==> src/rtl/matmul_pkg.sv <==
// ============================================================================
// Module   : matmul_pkg
// Purpose  : Shared widths, FSM states and operand ordering for the
//            matrix-multiply datapath (demux and MAC engine).
// Revision : 1.0 - initial release
// ============================================================================
`default_nettype none

package matmul_pkg;

    localparam int c_DW    = 16;
    localparam int c_OUT_W = 2 * c_DW + 1;

    typedef enum logic [1:0] {
        IDLE = 2'd0,
        MAC0 = 2'd1,
        MAC1 = 2'd2,
        OUT  = 2'd3
    } state_t;

    localparam int         c_NUM_ELEM = 6;
    localparam logic [2:0] c_LAST_IDX = 3'(c_NUM_ELEM - 1);
    localparam int         c_NUM_OPS  = 10;

    // Operand slots in demux output order: A row-major, then B row-major.
    localparam logic [3:0] c_IDX_A00 = 4'd0;
    localparam logic [3:0] c_IDX_A01 = 4'd1;
    localparam logic [3:0] c_IDX_A10 = 4'd2;
    localparam logic [3:0] c_IDX_A11 = 4'd3;
    localparam logic [3:0] c_IDX_B00 = 4'd4;
    localparam logic [3:0] c_IDX_B01 = 4'd5;
    localparam logic [3:0] c_IDX_B02 = 4'd6;
    localparam logic [3:0] c_IDX_B10 = 4'd7;
    localparam logic [3:0] c_IDX_B11 = 4'd8;
    localparam logic [3:0] c_IDX_B12 = 4'd9;

endpackage

`default_nettype wire

==> src/rtl/mac16.sv <==
// ============================================================================
// Module   : mac16
// Purpose  : Registered multiply-add with clear; signed when MATMUL_SIGNED_EN
//            is defined, unsigned otherwise.
// Revision : 1.0 - initial release
// ============================================================================
`default_nettype none

module mac16 #(
    parameter int DW    = 16,
    parameter int OUT_W = 2 * DW + 1
) (
    input  logic             clk,
    input  logic             rst,
    input  logic [DW-1:0]    x,
    input  logic [DW-1:0]    y,
    input  logic             clr,
    input  logic             en,
    output logic [OUT_W-1:0] acc
);

    logic [2*DW-1:0]  w_prod;
    logic [OUT_W-1:0] w_prod_ext;
    logic [OUT_W-1:0] r_acc;

`ifdef MATMUL_SIGNED_EN
    assign w_prod     = $signed({{DW{x[DW-1]}}, x}) * $signed({{DW{y[DW-1]}}, y});
    assign w_prod_ext = {{(OUT_W - 2*DW){w_prod[2*DW-1]}}, w_prod};
`else
    assign w_prod     = {{DW{1'b0}}, x} * {{DW{1'b0}}, y};
    assign w_prod_ext = {{(OUT_W - 2*DW){1'b0}}, w_prod};
`endif

    always_ff @(posedge clk) begin
        if (rst) begin
            r_acc <= '0;
        end else if (en) begin
            r_acc <= clr ? w_prod_ext : (r_acc + w_prod_ext);
        end
    end

    assign acc = r_acc;

endmodule

`default_nettype wire

==> src/rtl/matmul_2x3_mac.sv <==
// ============================================================================
// Module   : matmul_2x3_mac
// Purpose  : C = A(2x2) * B(2x3) with one multiplier, streamed out row-major
//            over valid/ready. Build macro: MATMUL_SIGNED_EN (signed math).
// Revision : 1.0 - initial release
// ============================================================================
`default_nettype none

module matmul_2x3_mac
    import matmul_pkg::*;
#(
    parameter int DW    = c_DW,
    parameter int OUT_W = 2 * DW + 1
) (
    input  logic             clk,
    input  logic             rst,
    input  logic             start,
    input  logic [DW-1:0]    a0,
    input  logic [DW-1:0]    a1,
    input  logic [DW-1:0]    a2,
    input  logic [DW-1:0]    a3,
    input  logic [DW-1:0]    b0,
    input  logic [DW-1:0]    b1,
    input  logic [DW-1:0]    b2,
    input  logic [DW-1:0]    b3,
    input  logic [DW-1:0]    b4,
    input  logic [DW-1:0]    b5,
    output logic             busy,
    output logic             out_valid,
    input  logic             out_ready,
    output logic [OUT_W-1:0] out_data,
    output logic [2:0]       out_idx,
    output logic             done
);

    state_t          r_state;
    logic [DW-1:0]   r_op [c_NUM_OPS];
    logic            r_i;
    logic [1:0]      r_j;
    logic [2:0]      r_idx;
    logic            r_busy;
    logic            r_valid;
    logic            r_done;

    logic [DW-1:0]   w_x;
    logic [DW-1:0]   w_y;
    logic [DW-1:0]   w_b0j;
    logic [DW-1:0]   w_b1j;
    logic            w_en;
    logic            w_clr;

    // Column select of B for the current element.
    always_comb begin
        w_b0j = r_op[c_IDX_B00];
        w_b1j = r_op[c_IDX_B10];
        case (r_j)
            2'd1: begin
                w_b0j = r_op[c_IDX_B01];
                w_b1j = r_op[c_IDX_B11];
            end
            2'd2: begin
                w_b0j = r_op[c_IDX_B02];
                w_b1j = r_op[c_IDX_B12];
            end
            default: ;
        endcase
    end

    assign w_clr = (r_state == MAC0);
    assign w_en  = (r_state == MAC0) || (r_state == MAC1);
    assign w_x   = w_clr ? (r_i ? r_op[c_IDX_A10] : r_op[c_IDX_A00])
                         : (r_i ? r_op[c_IDX_A11] : r_op[c_IDX_A01]);
    assign w_y   = w_clr ? w_b0j : w_b1j;

    mac16 #(
        .DW    (DW),
        .OUT_W (OUT_W)
    ) u_mac (
        .clk (clk),
        .rst (rst),
        .x   (w_x),
        .y   (w_y),
        .clr (w_clr),
        .en  (w_en),
        .acc (out_data)
    );

    always_ff @(posedge clk) begin
        if (rst) begin
            r_state <= IDLE;
            r_i     <= 1'b0;
            r_j     <= 2'd0;
            r_idx   <= 3'd0;
            r_busy  <= 1'b0;
            r_valid <= 1'b0;
            r_done  <= 1'b0;
            for (int n = 0; n < c_NUM_OPS; n++) begin
                r_op[n] <= '0;
            end
        end else begin
            r_done <= 1'b0;
            case (r_state)
                IDLE: begin
                    if (start) begin
                        r_op[c_IDX_A00] <= a0;
                        r_op[c_IDX_A01] <= a1;
                        r_op[c_IDX_A10] <= a2;
                        r_op[c_IDX_A11] <= a3;
                        r_op[c_IDX_B00] <= b0;
                        r_op[c_IDX_B01] <= b1;
                        r_op[c_IDX_B02] <= b2;
                        r_op[c_IDX_B10] <= b3;
                        r_op[c_IDX_B11] <= b4;
                        r_op[c_IDX_B12] <= b5;
                        r_i     <= 1'b0;
                        r_j     <= 2'd0;
                        r_idx   <= 3'd0;
                        r_busy  <= 1'b1;
                        r_state <= MAC0;
                    end
                end
                MAC0: r_state <= MAC1;
                MAC1: begin
                    r_valid <= 1'b1;
                    r_state <= OUT;
                end
                OUT: begin
                    if (out_ready) begin
                        r_valid <= 1'b0;
                        if (r_idx == c_LAST_IDX) begin
                            r_busy  <= 1'b0;
                            r_done  <= 1'b1;
                            r_state <= IDLE;
                        end else begin
                            if (r_j == 2'd2) begin
                                r_j <= 2'd0;
                                r_i <= 1'b1;
                            end else begin
                                r_j <= r_j + 2'd1;
                            end
                            r_idx   <= r_idx + 3'd1;
                            r_state <= MAC0;
                        end
                    end
                end
                default: r_state <= IDLE;
            endcase
        end
    end

    assign busy      = r_busy;
    assign out_valid = r_valid;
    assign out_idx   = r_idx;
    assign done      = r_done;

endmodule

`default_nettype wire
==> config.mk <==
export PLATFORM = sky130hd
export DESIGN_NAME = matmul_2x3_mac
export DESIGN_NICKNAME = d
export VERILOG_FILES = /design/src/rtl/matmul_pkg.sv /design/src/rtl/mac16.sv /design/src/rtl/matmul_2x3_mac.sv
export SDC_FILE = /design/constraint.sdc
export NUM_CORES = 1
export LEC_CHECK = 0
export ABC_AREA = 1
export CORE_UTILIZATION = 40
export CTS_BUF_LIST = sky130_fd_sc_hd__clkbuf_4
export DETAILED_ROUTE_END_ITERATION = 10
export GPL_ROUTABILITY_DRIVEN = 0
export PLACE_DENSITY = 0.68
export REMOVE_ABC_BUFFERS = 1
export SETUP_SLACK_MARGIN = 0.05
export SKIP_LAST_GASP = 1
export SLEW_MARGIN = 0
export SYNTH_ARGS = -nofsm -noshare
export SYNTH_HDL_FRONTEND = slang
export SYNTH_SLANG_ARGS = --single-unit
==> constraint.sdc <==
create_clock -name clk -period 6.8 [get_ports clk]
set_input_delay 0.68 -clock clk [delete_from_list [all_inputs] [get_ports clk]]
set_output_delay 0.68 -clock clk [all_outputs]
set_load 0.05 [all_outputs]
# After elaboration in Yosys (flattened, before gate mapping)
# Memory sizes are Yosys's and may differ from the RTL's.
# Index checks and enable logic that the tools add are counted.
[word_totals] ram_bits=160 mem_bits_ro=0 wordCells=94 inputBits=164 output_inout_bits=39 latch_bits=0 regBits=44 mem_count=1
[mem_list] memory="r_op" words=10 width=16 read_ports=10 rd_ports_with_merged_regs=0 wr=10 line_no="matmul_2x3_mac.sv:37" text="logic [DW-1:0] r_op [c_NUM_OPS];"
[op_classes] shifts=0 n_addsub=3 n_mul=1 div=0 eq_ne=11 n_mux=48 n_bitwise=12 magnitude_cmp=0 reduce_logical=10
[op_table] operator="$mux 16" n=14
[op_table] operator="$pmux 16 s2" n=2
[op_table] operator="$add 33x32->33" n=1
[op_table] operator="$mux 33" n=1
[op_table] operator="$mul 16x16->32" n=1
[op_table] operator="$mux 1" n=16
[op_table] operator="$mux 2" n=6
[op_table] operator="$ne 2x2->1 const B" n=5
[op_table] operator="$or 1x1->1" n=10
[op_table] operator="$mux 3" n=3
[op_table] operator="$pmux 2 s4" n=1
[op_table] operator="$reduce_and 4->1" n=2
[op_table] operator="$eq 2x2->1 const B" n=3
[op_table] operator="$pmux 1 s2" n=3
[op_table] operator="$pmux 3 s2" n=1
[op_table] operator="$reduce_and 5->1" n=1
[op_table] operator="$eq 2x1->1 const B" n=2
[op_table] operator="$pmux 2 s2" n=1
[op_table] operator="$reduce_and 2->1" n=2
[op_table] operator="$reduce_bool 2->1" n=2
[op_table] operator="$add 3x1->3 const B" n=1
[op_table] operator="$eq 3x3->1 const B" n=1
[op_table] operator="$reduce_or 3->1" n=1
[op_table] operator="$add 2x1->2 const B" n=1
[op_table] operator="3 further kinds" n=4

# Longest topological paths before layout
# Gate-level depths: netlist (run 1).
[logic_depth] word_depth=6 depth_mapped=48 ltp_nobuf=45

# Modules after synthesis
# Synthesis (run 1) repeated with hierarchy kept, for this count alone.
[unflattened] cells_unflattened=2916 hier_area_um2=21615.7
[modules_own_cells] mod="mac16" cells_each=2075 area_each_um2=13330.3 instances=1
[modules_own_cells] mod="matmul_2x3_mac" cells_each=841 area_each_um2=8285.4 instances=1

# Worst setup path after synthesis (run 1)
# Ideal clock, no wire load.
[synth_timing] kind="register -> register" from="register r_j[0]" to="register u_mac.r_acc[29] (netlist: u_mac.acc[29])" arrival_ps=7102 path_stages_with_launch=37 setup_time_ps=110 path_slack_ps=-412 period_less_slack_ps=7212 path_cell_list="dfxtp_1 -> inv_1 -> ha_1 -> clkbuf_1 -> or3b_1 -> nand2_1 -> buf_2 -> nand2_1 -> fa_1 -> fa_1 -> fa_1 -> fa_1 -> inv_1 -> fa_1 -> inv_1 -> fa_1 -> inv_1 -> ha_1 -> nand2_1 -> inv_1 -> a21oi_1 -> nand3_1 -> or2_2 -> and2_1 -> ha_1 -> nand2_1 -> nor2_1 -> and3_1 -> nand2_1 -> nand2_1 -> nand2_1 -> nand2_1 -> nand2_1 -> nand3_1 -> nand3_1 -> nand2_1 -> inv_1"
[synth_between] elab_chain_cells=6
[synth_rtl] item="from (decl)" line_no="matmul_2x3_mac.sv:39" text="logic [1:0] r_j;"
[synth_rtl] item="from (signal assigned)" line_no="matmul_2x3_mac.sv:139" text="r_j <= r_j + 2'd1;"
[synth_rtl] item="$eq 2x2->1 or $eq 2x1->1 (tied branches)" line_no="matmul_2x3_mac.sv:56" text="case (r_j)"
[synth_rtl] item="$pmux 16 s2" line_no="matmul_2x3_mac.sv:56"
[synth_rtl] item="$mux 16 *" line_no="matmul_2x3_mac.sv:73" text="assign w_y = w_clr ? w_b0j : w_b1j;"
[synth_rtl] item="$mul 16x16->32 *" line_no="mac16.sv:30" text="assign w_prod = {{DW{1'b0}}, x} * {{DW{1'b0}}, y};"
[synth_rtl] item="$add 33x32->33" line_no="mac16.sv:38" text="r_acc <= clr ? w_prod_ext : (r_acc + w_prod_ext);"
[synth_rtl] item="$mux 33 *" line_no="mac16.sv:38"
[synth_rtl] item="to (signal assigned)" line_no="mac16.sv:38"
[synth_rtl] item="to (decl)" line_no="mac16.sv:24" text="logic [OUT_W-1:0] r_acc;"
# Every way passes the cells marked *; elsewhere a longest branch is shown, timed or not.
# A chain may end at the register's enable or synchronous reset.

# Worst setup path after layout (run 1)
[layout_timing] from="register r_state[1]" to="register u_mac.r_acc[18] (netlist: u_mac.acc[18])"
[layout_between] elab_chain_cells=5
[layout_rtl] item="from (decl)" line_no="matmul_2x3_mac.sv:36" text="state_t r_state;"
[layout_rtl] item="from (signal assigned)" line_no="matmul_2x3_mac.sv:90" text="r_state <= IDLE;"
[layout_rtl] item="from (signal assigned)" line_no="matmul_2x3_mac.sv:119" text="r_state <= MAC0;"
[layout_rtl] item="from (signal assigned)" line_no="matmul_2x3_mac.sv:122" text="MAC0: r_state <= MAC1;"
[layout_rtl] item="$eq 2x1->1" line_no="matmul_2x3_mac.sv:69, matmul_2x3_mac.sv:70"
[layout_rtl] item="$mux 16 (on tied branches)" line_no="matmul_2x3_mac.sv:71, matmul_2x3_mac.sv:73"
[layout_rtl] item="$mul 16x16->32" line_no="mac16.sv:30"
[layout_rtl] item="$add 33x32->33" line_no="mac16.sv:38"
[layout_rtl] item="$mux 33" line_no="mac16.sv:38"
# Several ways; a longest one is shown, not always the timed one.

==> metrics, run 1 <==
H-tree depth=2; Clk pin slew, worst setup/hold paths=0.10 ns; Primary FF master, synth=edfxtp_1; Die W=231 um; vias in the first global route=19.8k; Slew Viols, Final=0; # rows=83; routed length per instance=17.4 um; Core Region=0.0516 mm2; DR vias/cell=5.07; actual slew at the worst max-slew pin=1.01 ns; crit path launch type=register; largest net degree at the start of global routing=161; Area Growth Syn to Fin=41.4%; root buf cell=clkbuf_4; register bit total from synthesis=about 200; register area share after synthesis=0.271; CTS tree=done; dpl ws=-1.06 ns; Final Hold Viols=0; post-route ant nets=0; Req. time, crit path=7.51 ns; Die H=231 um; minimum clock period=about 7.7 ns; Setup Skew=between 0.1 and 0.15 ns; Synth Warn #=0; worst path arrival time=8.37 ns; RSZ-0062 raised after global routing=true; overflow left after global routing=0; CTS Hold Buffers Added=0; die area=0.0534 mm2; Worst path max stage delay=approximately 0.55 ns; Synth Instances=2766; ys async rst share=0; Setup CP Type=register to register; Worst slew margin=0.323; Syn Std Cell Area=0.0210 mm2; WP buf/inv=15; Synth area leaders=edfxtp_1, fa_1, nand2_1; Longest Clk Path Bufs=3; count leader, synth=nand2_1; PnR worst setup slack=-0.867 ns; final setup fails=24; Starting Density=0.407; Pre-Repair DR Iteration Count=6; first-pass GRT wire length=102000 um; cell family with most CP delay=adder cells; clk sink count=204; detailed-route wire length=70000 um; global-route total usage across every layer=0.242; Yosys top cell by area=edfxtp_1; Synth cell types=48; DRC=0; share of layout cells above drive strength 1=0.288; initial antenna violation count=2; synth cell count leaders=nand2_1, inv_1, nor2_1; boundary pin count=203; fin nets=between 3k and 4k; Iteration-0 DRC Markers=1671; worst min path class=register to register; Crit-path slowest cell=fa_2; Synth Area per Inst=7.59 um2; worst-path fanout max=5; Num CTS Buffers=54; Crit. End Element=register; maximum clock frequency=130 MHz; port buffer count=202; Post-synth EDFFs=160; failing checks=negative setup slack; Max-Cap Viols=0; hpwl dp=47800 um; final worst path period share=1.13; vias=20.4k; clk_lat worst skew=0.82 ns; area share of the largest cell type after synthesis=0.229; run status=finished, violations left
-- worst register-to-register path, delay by kind of cell, from the launching register on --
| kind | cells | cell delay (ns) |
|---|---|---|
| and+or+nand+nor | 14 | 2.05 |
| adders and majority gates | 9 | 3.59 |
| AOI/OAI and AO/OA | 2 | 0.14 |
| DFF | 1 | 0.34 |
| buffers and inverters | 15 | 1.52 |
-- cell usage in the layout (no fill, tap or decap), drive strengths merged, types with 12 or more instances in the layout --
cell type / Yosys / layout
nand2: 646 / 647
inv: 637 / 641
nor2: 472 / 472
buf: 42 / 336
clkdlybuf4s50: 0 / 202
fa: 195 / 195
edfxtp: 160 / 160
ha: 149 / 149
nand3: 89 / 89
clkbuf: 29 / 76
a21oi: 68 / 68
or2: 53 / 53
o21ai: 46 / 46
dfxtp: 44 / 44
a221oi: 24 / 24
clkinv: 3 / 15
a32oi: 15 / 15
xor2: 14 / 14
or3b: 12 / 12
nor3: 12 / 12
-- through the flow --
step,hold WS (ns),instances,setup TNS [ns],cell area [um2],utilization
2_1_floorplan,0.450,2695,-31.45,20600,-
3_3_place_gp,0.472,3830,-18.12,25600,0.497
3_5_place_dp,0.472,3830,-20.65,25600,0.497
4_1_cts,0.480,3972,-9.73,28400,0.550
5_1_grt,0.485,4015,-22.23,29700,0.575
6_report,0.494,4015,-16.74,29700,0.575
-- worst paths after layout --
check                           from                          to  slack [ns]  depth (start not counted)
max          r_state[1]$_SDFFE_PP0P_  u_mac.acc[18]$_SDFFE_PP0P_       -0.87                         40
min           out_valid$_SDFFE_PP0P_      out_valid$_SDFFE_PP0P_        0.49                          2
max reg2reg  r_state[1]$_SDFFE_PP0P_  u_mac.acc[18]$_SDFFE_PP0P_       -0.87                         40
min reg2reg   out_valid$_SDFFE_PP0P_      out_valid$_SDFFE_PP0P_        0.49                          2
-- kinds of logic (layout without fill, tap and decap cells) --
family | count (synthesis) | after routing | synth area share
AO/OA/AOI/OAI | 174 | 174 | 0.0591
other | 0 | 3 | 0
adder cells (fa/ha/maj) | 344 | 344 | 0.275
flip-flops | 204 | 204 | 0.271
XOR/XNOR | 19 | 19 | 0.00793
AND/OR/NAND/NOR | 1314 | 1315 | 0.256
buffers and inverters | 711 | 1276 | 0.132
-- state kept, by name, summed over array words and instances (netlist names) --
signal and flops:
r_op 160, u_mac.acc 33, out_idx 3, r_j 2
r_state 2, busy 1, done 1, out_valid 1
r_i 1
-- cell type report --
class | count | area (um2)
fill | 4249 | 21900
multi-input combinational | 1852 | 14900
sequential | 204 | 5700
timing repair buffer | 542 | 5120
inverter | 640 | 2450
tap | 680 | 851
clock buffer | 75 | 563
clock inverter | 16 | 82.6
timing repair inverter | 3 | 22.5
antenna | 3 | 7.51
-- repair_timing --
action | CTS | global route
endpoints found under the hold margin | 0 | 0
buffers inserted | 45 | 43
cloned | 8 | 1
endpoints found under the setup margin | 25 | 25
pin swaps | 126 | 182
resized for setup | 366 | 299
-- metal layers --
layer / GRT usage / routed length [um] / up-vias
met5: 0 / 0 / -
met4: 0.0826 / 3500 / 0
met3: 0.0444 / 6130 / 281
met2: 0.414 / 33300 / 1113
met1: 0.306 / 27100 / 9493
li1: - / - / 9480
Power of run 1 is not shown: default switching activity piles up to over one toggle a cycle in this logic, so the estimate is an artifact.
==> run 2, diff against run 1 <==
==> constraint.sdc (replaced) <==
create_clock -name clk -period 6.8 [get_ports clk]
set_input_delay 1.36 -clock clk [delete_from_list [all_inputs] [get_ports clk]]
set_output_delay 1.36 -clock clk [all_outputs]
set_load 0.05 [all_outputs]
==> run 2 against run 1 <==
The run still ends with negative setup slack left. Fmax is 3.7% higher. Cell count is 0.57% lower. Critical path depth stayed put. Wire length is 8.4% lower. Sequential cell count unchanged. Utilization is 1.2 points lower. Design area down 2.1%. Register-to-register slack improved by 0.28 ns. Global-route usage shrank 0.11 points. Clock skew shrank 0.017 ns. Critical endpoint is now u_mac.acc[25]$_SDFFE_PP0P_. Highest routed layer unchanged.
==> metrics, run 2 (synthesized netlist as in run 1, its figures left out) <==
Worst slew margin=0.305; placed inst area=0.0256 mm2; minimum clock period=7.39 ns; Non-Filler Instances=3992; CTS tree=done; final setup fails=24; Die W=231 um; hpwl dp=47800 um; # rows=83; fin area=slightly below 0.03 mm2; Num CTS Buffers=56; first-pass GRT wire length=just over 100000 um; Max-Cap Viols=0; die area=0.0534 mm2; Req. time, crit path=7.49 ns; root buf cell=clkbuf_4; Final Hold Viols=0; WP buf/inv=9; vias=roughly 19k; Worst path max stage delay=0.52 ns; overflow left after global routing=0; worst min path class=register to register; Filler cells=4487; clk sink count=204; Longest Clk Path Bufs=3; Crit. End Element=register; H-tree depth=2; boundary pin count=~200; most common cell after layout, fill and taps aside=inv_1; Setup CP Type=register to register; worst-path fanout max=6; initial antenna violation count=2; Die H=231 um; maximum clock frequency=135 MHz; failing checks=negative setup slack; cell family with most CP delay=adder cells; most frequent cells in the layout=inv_1, nand2_1, nor2_1; largest net degree at the start of global routing=98; PnR worst setup slack=-0.590 ns; run status=finished, violations left; Iteration-0 DRC Markers=approximately 1.4k; vias in the first global route=19.7k; TNS Setup=-10.32 ns; Core Region=0.0516 mm2; share of layout cells above drive strength 1=0.257; Setup Skew=0.0885 ns; detailed-route wire length=64100 um; actual slew at the worst max-slew pin=1.04 ns; Top reg by flops=r_op; Clk pin slew, worst setup/hold paths=0.07 ns; DR vias/cell=4.85; port buffer count=202; post-route ant nets=0; global-route total usage across every layer=0.241; clk_lat worst skew=0.81 ns; final worst path period share=1.09; Pre-Repair DR Iteration Count=6; worst path arrival time=roughly 8.1 ns; max FFs per register=160; routed length per instance=16.1 um; Crit-path slowest cell=fa_1; CP dominant cell by count=nand2_1; worst hold slack=0.480 ns; fin nets=roughly 3.8k; placed cell count=3828; Slew Viols, Final=0; crit path launch type=register; RSZ-0062 raised after global routing=true; DRC=0; Area Growth Syn to Fin=38.4%; Starting Density=0.407
## run 2: cell count changes in the layout (fill, tap and decap cells not counted), sizes merged
cell      change
bufbuf        -1
nand2         -1
buf          -29
clkinv        +6
clkinvlp      -1
inv           -2
clkbuf        +5
## run 2: worst paths after layout
kind                                             start                         end  slack, ns  cells after the start
worst max-delay path               r_j[1]$_SDFFE_PP0P_  u_mac.acc[25]$_SDFFE_PP0P_      -0.59                     40
worst min-delay path            out_valid$_SDFFE_PP0P_      out_valid$_SDFFE_PP0P_       0.48                      2
worst max register to register     r_j[1]$_SDFFE_PP0P_  u_mac.acc[25]$_SDFFE_PP0P_      -0.59                     40
worst min register to register  out_valid$_SDFFE_PP0P_      out_valid$_SDFFE_PP0P_       0.48                      2
## run 2: per-stage QoR
step	worst slack, ns	util
after floorplan	-1.50	-
after global placement	-0.889	0.495
after detailed placement	-0.983	0.495
after CTS	-0.441	0.551
after global routing	-0.888	0.563
final	-0.590	0.563
## run 2: worst register-to-register path, delay by kind of cell, from the launching register on
kind	cells	cell delay (ns)
buffers and inverters	9	0.91
AO/OA/AOI/OAI	1	0.06
flip-flops	1	0.37
adder cells (fa/ha/maj)	9	3.60
AND/OR/NAND/NOR	21	2.41
## run 2: layout make-up
cell class | count | area (um2) | area share
Inverter | 640 | 2450 | 0.0842
Multi-Input combinational cell | 1851 | 14500 | 0.499
Clock inverter | 20 | 104 | 0.00357
Clock buffer | 80 | 601 | 0.0207
Antenna cell | 3 | 7.51 | 0.000258
Timing Repair inverter | 2 | 15.0 | 0.000517
Sequential cell | 204 | 5700 | 0.196
Tap cell | 680 | 851 | 0.0293
Timing Repair Buffer | 512 | 4840 | 0.166
## run 2: per-layer routing
metal  part of all wire  GRT usage  up-vias
li1                   -          -     9427
met1               0.41      0.306     9046
met2               0.48      0.406      719
met3              0.076     0.0439      154
met4              0.036     0.0915        0
met5                  0          0        -
## run 2: repair_timing
| action | in CTS | in global routing |
|---|---|---|
| hold buffers | 0 | 0 |
| pin swaps | 147 | 114 |
| cloned | 9 | 1 |
| endpoints found under the setup margin | 25 | 25 |
| buffers inserted | 36 | 15 |
| gates resized for setup | 374 | 152 |
Power of run 2 is left out for the same reason.
